**config.mk**
```make
export PLATFORM = sky130hd
export DESIGN_NAME = fifo_umbral
export DESIGN_NICKNAME = d
export VERILOG_FILES = /design/src/rtl/fifo_pkg.sv /design/src/rtl/fifo_mem.sv /design/src/rtl/fifo_umbral.sv
export SDC_FILE = /design/constraint.sdc
export NUM_CORES = 1
export LEC_CHECK = 0
export BUFFER_PORTS_ARGS = -buffer_cell sky130_fd_sc_hd__buf_2
export CAP_MARGIN = 20
export CORE_ASPECT_RATIO = 1.5
export CORE_UTILIZATION = 60
export CTS_CLUSTER_SIZE = 10
export DETAILED_ROUTE_END_ITERATION = 8
export PLACE_DENSITY = 0.79
export SYNTH_ARGS = -nofsm -noshare
export SYNTH_HDL_FRONTEND = slang
export SYNTH_SLANG_ARGS = --single-unit
export TNS_END_PERCENT = 10
```
**constraint.sdc**
```tcl
create_clock -name clk -period 4.07 [get_ports clk]
set_clock_uncertainty 0.15 [all_clocks]
set_input_delay 0.2035 -clock clk [delete_from_list [all_inputs] [get_ports clk]]
set_output_delay 0.2035 -clock clk [all_outputs]
set_load 0.01 [all_outputs]
```
**src/rtl/fifo_pkg.sv**
```systemverilog
// Shared constants for the per-virtual-channel threshold FIFO.
package fifo_pkg;

    localparam int unsigned FIFO_WIDTH      = 6;
    localparam int unsigned FIFO_DEPTH      = 16;
    localparam int unsigned FIFO_PTR_W      = 4;

    localparam int unsigned UMBRAL_BAJO_LSB = 0;
    localparam int unsigned UMBRAL_ALTO_LSB = 4;
    localparam int unsigned UMBRAL_W        = 4;

    localparam int unsigned N_CANALES       = 5;

endpackage

```
**src/rtl/fifo_mem.sv**
```systemverilog
// Register-array storage: synchronous write port, registered synchronous read port.
// Contents are not reset; only the read-data register is.
module fifo_mem
    import fifo_pkg::*;
#(
    parameter int unsigned WIDTH = FIFO_WIDTH,
    parameter int unsigned DEPTH = FIFO_DEPTH,
    parameter int unsigned PTR_W = FIFO_PTR_W
) (
    input  logic             i_clk,
    input  logic             i_reset,
    input  logic             i_wr_en,
    input  logic [PTR_W-1:0] i_wr_addr,
    input  logic [WIDTH-1:0] i_wr_data,
    input  logic             i_rd_en,
    input  logic [PTR_W-1:0] i_rd_addr,
    output logic [WIDTH-1:0] o_rd_data
);

    logic [WIDTH-1:0] r_mem [DEPTH];
    logic [WIDTH-1:0] r_rd_data;

    always_ff @(posedge i_clk) begin
        if (i_wr_en) begin
            r_mem[i_wr_addr] <= i_wr_data;
        end
    end

    // Same-address write and read in one cycle returns the old word.
    always_ff @(posedge i_clk or posedge i_reset) begin
        if (i_reset) begin
            r_rd_data <= '0;
        end else if (i_rd_en) begin
            r_rd_data <= r_mem[i_rd_addr];
        end
    end

    assign o_rd_data = r_rd_data;

endmodule

```
**src/rtl/fifo_umbral.sv**
```systemverilog
// Single-clock FIFO with programmable low/high occupancy thresholds and error reporting.
// Define FIFO_ERROR_STICKY_EN to make fifo_error latch until reset instead of pulsing.
module fifo_umbral
    import fifo_pkg::*;
#(
    parameter int unsigned WIDTH = FIFO_WIDTH,
    parameter int unsigned DEPTH = FIFO_DEPTH,
    parameter int unsigned PTR_W = FIFO_PTR_W
) (
    input  logic             clk,
    input  logic             reset,
    input  logic             push,
    input  logic [WIDTH-1:0] data_in,
    input  logic             pop,
    input  logic [7:0]       umbral,
    output logic [WIDTH-1:0] data_out,
    output logic             valid_out,
    output logic             fifo_empty,
    output logic             fifo_full,
    output logic             almost_empty,
    output logic             almost_full,
    output logic             fifo_error
);

    localparam int unsigned CMP_W = UMBRAL_W + 1;

    logic [PTR_W-1:0] r_wr_ptr;
    logic [PTR_W-1:0] r_rd_ptr;
    logic [PTR_W:0]   r_count;
    logic             r_valid;
    logic             r_error;

    logic             w_empty;
    logic             w_full;
    logic             w_pop_ok;
    logic             w_push_ok;
    logic             w_err_ev;
    logic [CMP_W-1:0] w_count_ext;
    logic [CMP_W-1:0] w_umbral_lo;
    logic [CMP_W-1:0] w_umbral_hi;

    assign w_empty   = (r_count == '0);
    assign w_full    = (r_count == (PTR_W+1)'(DEPTH));
    assign w_pop_ok  = pop && !w_empty;
    // A simultaneous accepted pop frees the slot, so a push at full still lands.
    assign w_push_ok = push && (!w_full || w_pop_ok);
    assign w_err_ev  = (push && w_full && !w_pop_ok) || (pop && w_empty);

    fifo_mem #(
        .WIDTH (WIDTH),
        .DEPTH (DEPTH),
        .PTR_W (PTR_W)
    ) u_mem (
        .i_clk     (clk),
        .i_reset   (reset),
        .i_wr_en   (w_push_ok),
        .i_wr_addr (r_wr_ptr),
        .i_wr_data (data_in),
        .i_rd_en   (w_pop_ok),
        .i_rd_addr (r_rd_ptr),
        .o_rd_data (data_out)
    );

    always_ff @(posedge clk or posedge reset) begin
        if (reset) begin
            r_wr_ptr <= '0;
            r_rd_ptr <= '0;
            r_count  <= '0;
            r_valid  <= 1'b0;
        end else begin
            r_valid <= w_pop_ok;
            if (w_push_ok) begin
                r_wr_ptr <= r_wr_ptr + 1'b1;
            end
            if (w_pop_ok) begin
                r_rd_ptr <= r_rd_ptr + 1'b1;
            end
            if (w_push_ok && !w_pop_ok) begin
                r_count <= r_count + 1'b1;
            end else if (w_pop_ok && !w_push_ok) begin
                r_count <= r_count - 1'b1;
            end
        end
    end

    always_ff @(posedge clk or posedge reset) begin
        if (reset) begin
            r_error <= 1'b0;
        end else begin
`ifdef FIFO_ERROR_STICKY_EN
            r_error <= r_error | w_err_ev;
`else
            r_error <= w_err_ev;
`endif
        end
    end

    assign w_count_ext = CMP_W'(r_count);
    assign w_umbral_lo = {1'b0, umbral[UMBRAL_BAJO_LSB +: UMBRAL_W]};
    assign w_umbral_hi = {1'b0, umbral[UMBRAL_ALTO_LSB +: UMBRAL_W]};

    assign valid_out    = r_valid;
    assign fifo_error   = r_error;
    assign fifo_empty   = w_empty;
    assign fifo_full    = w_full;
    assign almost_empty = (w_count_ext <= w_umbral_lo);
    assign almost_full  = (w_count_ext >= w_umbral_hi);

endmodule

```
==> flow_summary.yaml <==
place:
  port_buffers: 29
  place_worst_setup_slack_ps: 867
  gp_congestion: 0.796
  hpwlAfterDp_microns: 6380
  placed_cell_area_sq_um: 5190
  place_inst: 416
sta:
  worst_pin_slew_ps: 923
  max_freq_mhz: 315
  fin_ws_ps: 899
  finalSetupViolations: 0
  finalSetupTns_ps: 0
  fin_crit_ps: 3170
  maxSlewViolCount: 0
  fin_crit_sh_pct: 77.9
  finalHoldViolations: 0
  rsz0062_at_grt: "no"
  slew_headroom_pct: 38.0
global_route:
  busiest_layer: "met2"
  grt_usage_pct: 25.4
  grt_pass1_vias: 2884
  gr-usage-met1_pct: 28.2
  grt_max_degree: 22
  grt_pass1_wl_microns: 15300
  use_met2_pct: 43.3
  met3_usage_pct: 7.02
  globalRoute.totalOverflow: 0
  antenna_found_initial: 0
power:
  power.density_nw_per_um2: 765
  clkPwrFrac_pct: 35.6
  combPwrFrac_pct: 25.5
  leakage_nw: 2.17
  p_switching_mw: 1.32
  p_int_mw: 3.15
  max-vdd-ir-drop_uv: 392
  p_seq_share_pct: 38.8
  switching_share_pct: 29.6
routing:
  drc: 0
  detail-route-antenna-nets: 0
  vias_per_cell: 5.90
  routed_wirelength_microns: 9660
  drt_pass1_iterations: 4
  avgRoutedWirePerCell_microns: 21.4
  dr.first_iter.drc_count: 180
  vias: 2661
final_layout:
  antenna_cells: 0
  fin_cells: 451
  area_delta_synth_final_pct: 18.5
  drive_above_1_share_pct: 28.3
  nets: 369
  stdcell_area_sq_um: 5850
cts:
  cts_inserted_buffers: 17
  ctsHtreeMaxLevel: 4
  cts_root_buffer: "clkbuf_16"
  clock_path_buffers: 2
  clock_sinks: 117
  clk_pin_slew_ps: 50
  insertion_delay_ps: 420
  cts_tree: "yes"
  postCtsSetupBuffers: 0
logic_synthesis:
  syn-instance-count: 289
  synth_most_common_cell: "edfxtp_1"
  syn_avg_cell_area_sq_um: 17.1
  synth_common_cells: "edfxtp_1, mux4_2, dfrtp_1, nand2_1"
  yosysTopAreaCellShare_pct: 58.4
  synth_warnings: 0
  yosys-top-cells-area: "edfxtp_1, mux4_2, dfrtp_1"
  synth_edf_count: 96
  yosys_most_used_dff: "edfxtp_1"
  syn_area_sq_um: 4940
  ys_seq_area_share_pct: 69.0
  yosys.area.top_type: "edfxtp_1"
  async_flop_share_pct: 17.9
  ys_ff_latch: 117
  yosysUniqueCellTypes: 35
  synth_fp_nets: 325
critical_path:
  endpoint_kind: "flip-flop"
  worstSetupStartpointType: "flip-flop"
  path_max_fanout: 11
  cp.arrival_ps: 3310
  crit_required_ps: 4210
  setup.worst_path.class: "reg2reg"
floorplanning:
  die_area_sq_um: 8610
  start_util_pct: 61.7
  die_w_microns: 76.1
  rows: 40
  core-area_sq_um: 8010
  ios: 30
  die_h_microns: 113
status:
  outcome: "finished, final reports clean"
job:
  cap_viol_max_count: 0
worst_hold_path:
  min_path_type: "in2reg"
-- metrics by stage --
stage / util (%) / hold slack [ps] / power [mW]
floorplan: - / 30.0 / 2.54
global placement: 64.8 / 239 / 2.85
detailed placement: 64.8 / 258 / 2.89
CTS: 73.0 / 29.5 / 4.50
global route: 73.1 / 31.4 / 4.68
finish: 73.1 / 27.2 / 4.48
-- timing repair --
action,in CTS,in global routing
resized for setup,0,0
hold endpoints to repair,22,0
hold buffers,2,0
-- routing by layer --
metal  vias to the layer above  share of wire, %  wire length [microns]
met2                        93                55                   5340
met3                        16               4.7                    452
met1                      1356                37                   3580
met4                         0               3.0                    289
li1                       1196                 -                      -
met5                         -                 0                      0
-- power groups by stage --
stage	Combinational, mW	Clock [mW]	Sequential [mW]
final	1.14	1.60	1.74
after global routing	1.25	1.66	1.77
after CTS	1.15	1.61	1.74
after detailed placement	1.14	0	1.75
after global placement	1.10	0	1.75
after floorplan	0.922	0	1.62
-- flip-flops by register name (all words and copies together), names as in the netlist --
name	flops
u_mem.o_rd_data	6
r_wr_ptr	4
fifo_error	1
r_count	5
r_rd_ptr	4
u_mem.r_mem	96
valid_out	1
-- path summary, 6_finish.rpt --
check | slack, ps | cells after the start | end | startpoint
worst min-delay path | 30 | 1 | u_mem.r_mem[12][1]$_DFFE_PP_ | data_in[1]
worst min register to register | 360 | 2 | u_mem.o_rd_data[4]$_DFFE_PP0P_ | u_mem.o_rd_data[4]$_DFFE_PP0P_
max in group asynchronous | 2910 | 3 | r_count[2]$_DFFE_PP0P_ | reset
worst max-delay path | 900 | 10 | r_count[4]$_DFFE_PP0P_ | r_count[0]$_DFFE_PP0P_
min in group asynchronous | 350 | 3 | r_rd_ptr[2]$_DFFE_PP0P_ | reset
worst max register to register | 900 | 10 | r_count[4]$_DFFE_PP0P_ | r_count[0]$_DFFE_PP0P_
-- layout by cell type (no fill, tap or decap), types with 2 or more instances in the layout --
cell | Yosys | layout
nand2_1 | 18 | 18
nor3_1 | 4 | 4
ha_1 | 17 | 17
mux2i_1 | 6 | 6
clkinvlp_4 | 0 | 3
nor2b_1 | 8 | 8
buf_2 | 6 | 29
a21oi_1 | 10 | 10
mux4_2 | 24 | 24
nor2_1 | 17 | 17
inv_1 | 14 | 14
dlygate4sd3_1 | 0 | 2
o221ai_1 | 5 | 5
buf_4 | 1 | 5
nand2b_1 | 4 | 4
bufinv_16 | 0 | 5
a21o_1 | 2 | 2
clkbuf_16 | 0 | 17
nand4_1 | 3 | 3
xnor2_1 | 10 | 10
dfrtp_1 | 21 | 21
edfxtp_1 | 96 | 96
o21ai_0 | 5 | 5
clkinv_4 | 0 | 2
clkinv_2 | 0 | 3
-- cell families (layout without fill, tap and decap cells) --
family	Yosys count	after routing	share of synthesized area, %
adder cells (fa/ha/maj)	18	18	4.71
XOR/XNOR	11	11	1.95
AND/OR/NAND/NOR	59	59	5.70
buffers and inverters	26	83	2.36
AO/OA/AOI/OAI	27	27	3.88
flip-flops	117	117	69.0
multiplexers	31	31	12.4
-- cell type report --
class | instances | area [sq um]
clock inverters | 14 | 209
clock buffers | 18 | 429
multi-input cells | 146 | 1410
well taps | 105 | 131
repair buffers | 37 | 210
inverters | 14 | 52.6
flip-flops and latches | 117 | 3410
fillers | 491 | 2150
-- critical path, stage by stage (launching register included) --
cell     delay [ps]
dfrtp_1         440
or4_4           600
o21ai_2         400
ha_1            270
inv_1           110
fa_1            410
a21o_1          170
a21oi_1         180
xnor2_1         130
nor2_1           60
xnor2_1         130
No activity file was read; power rests on OpenSTA's default activity.
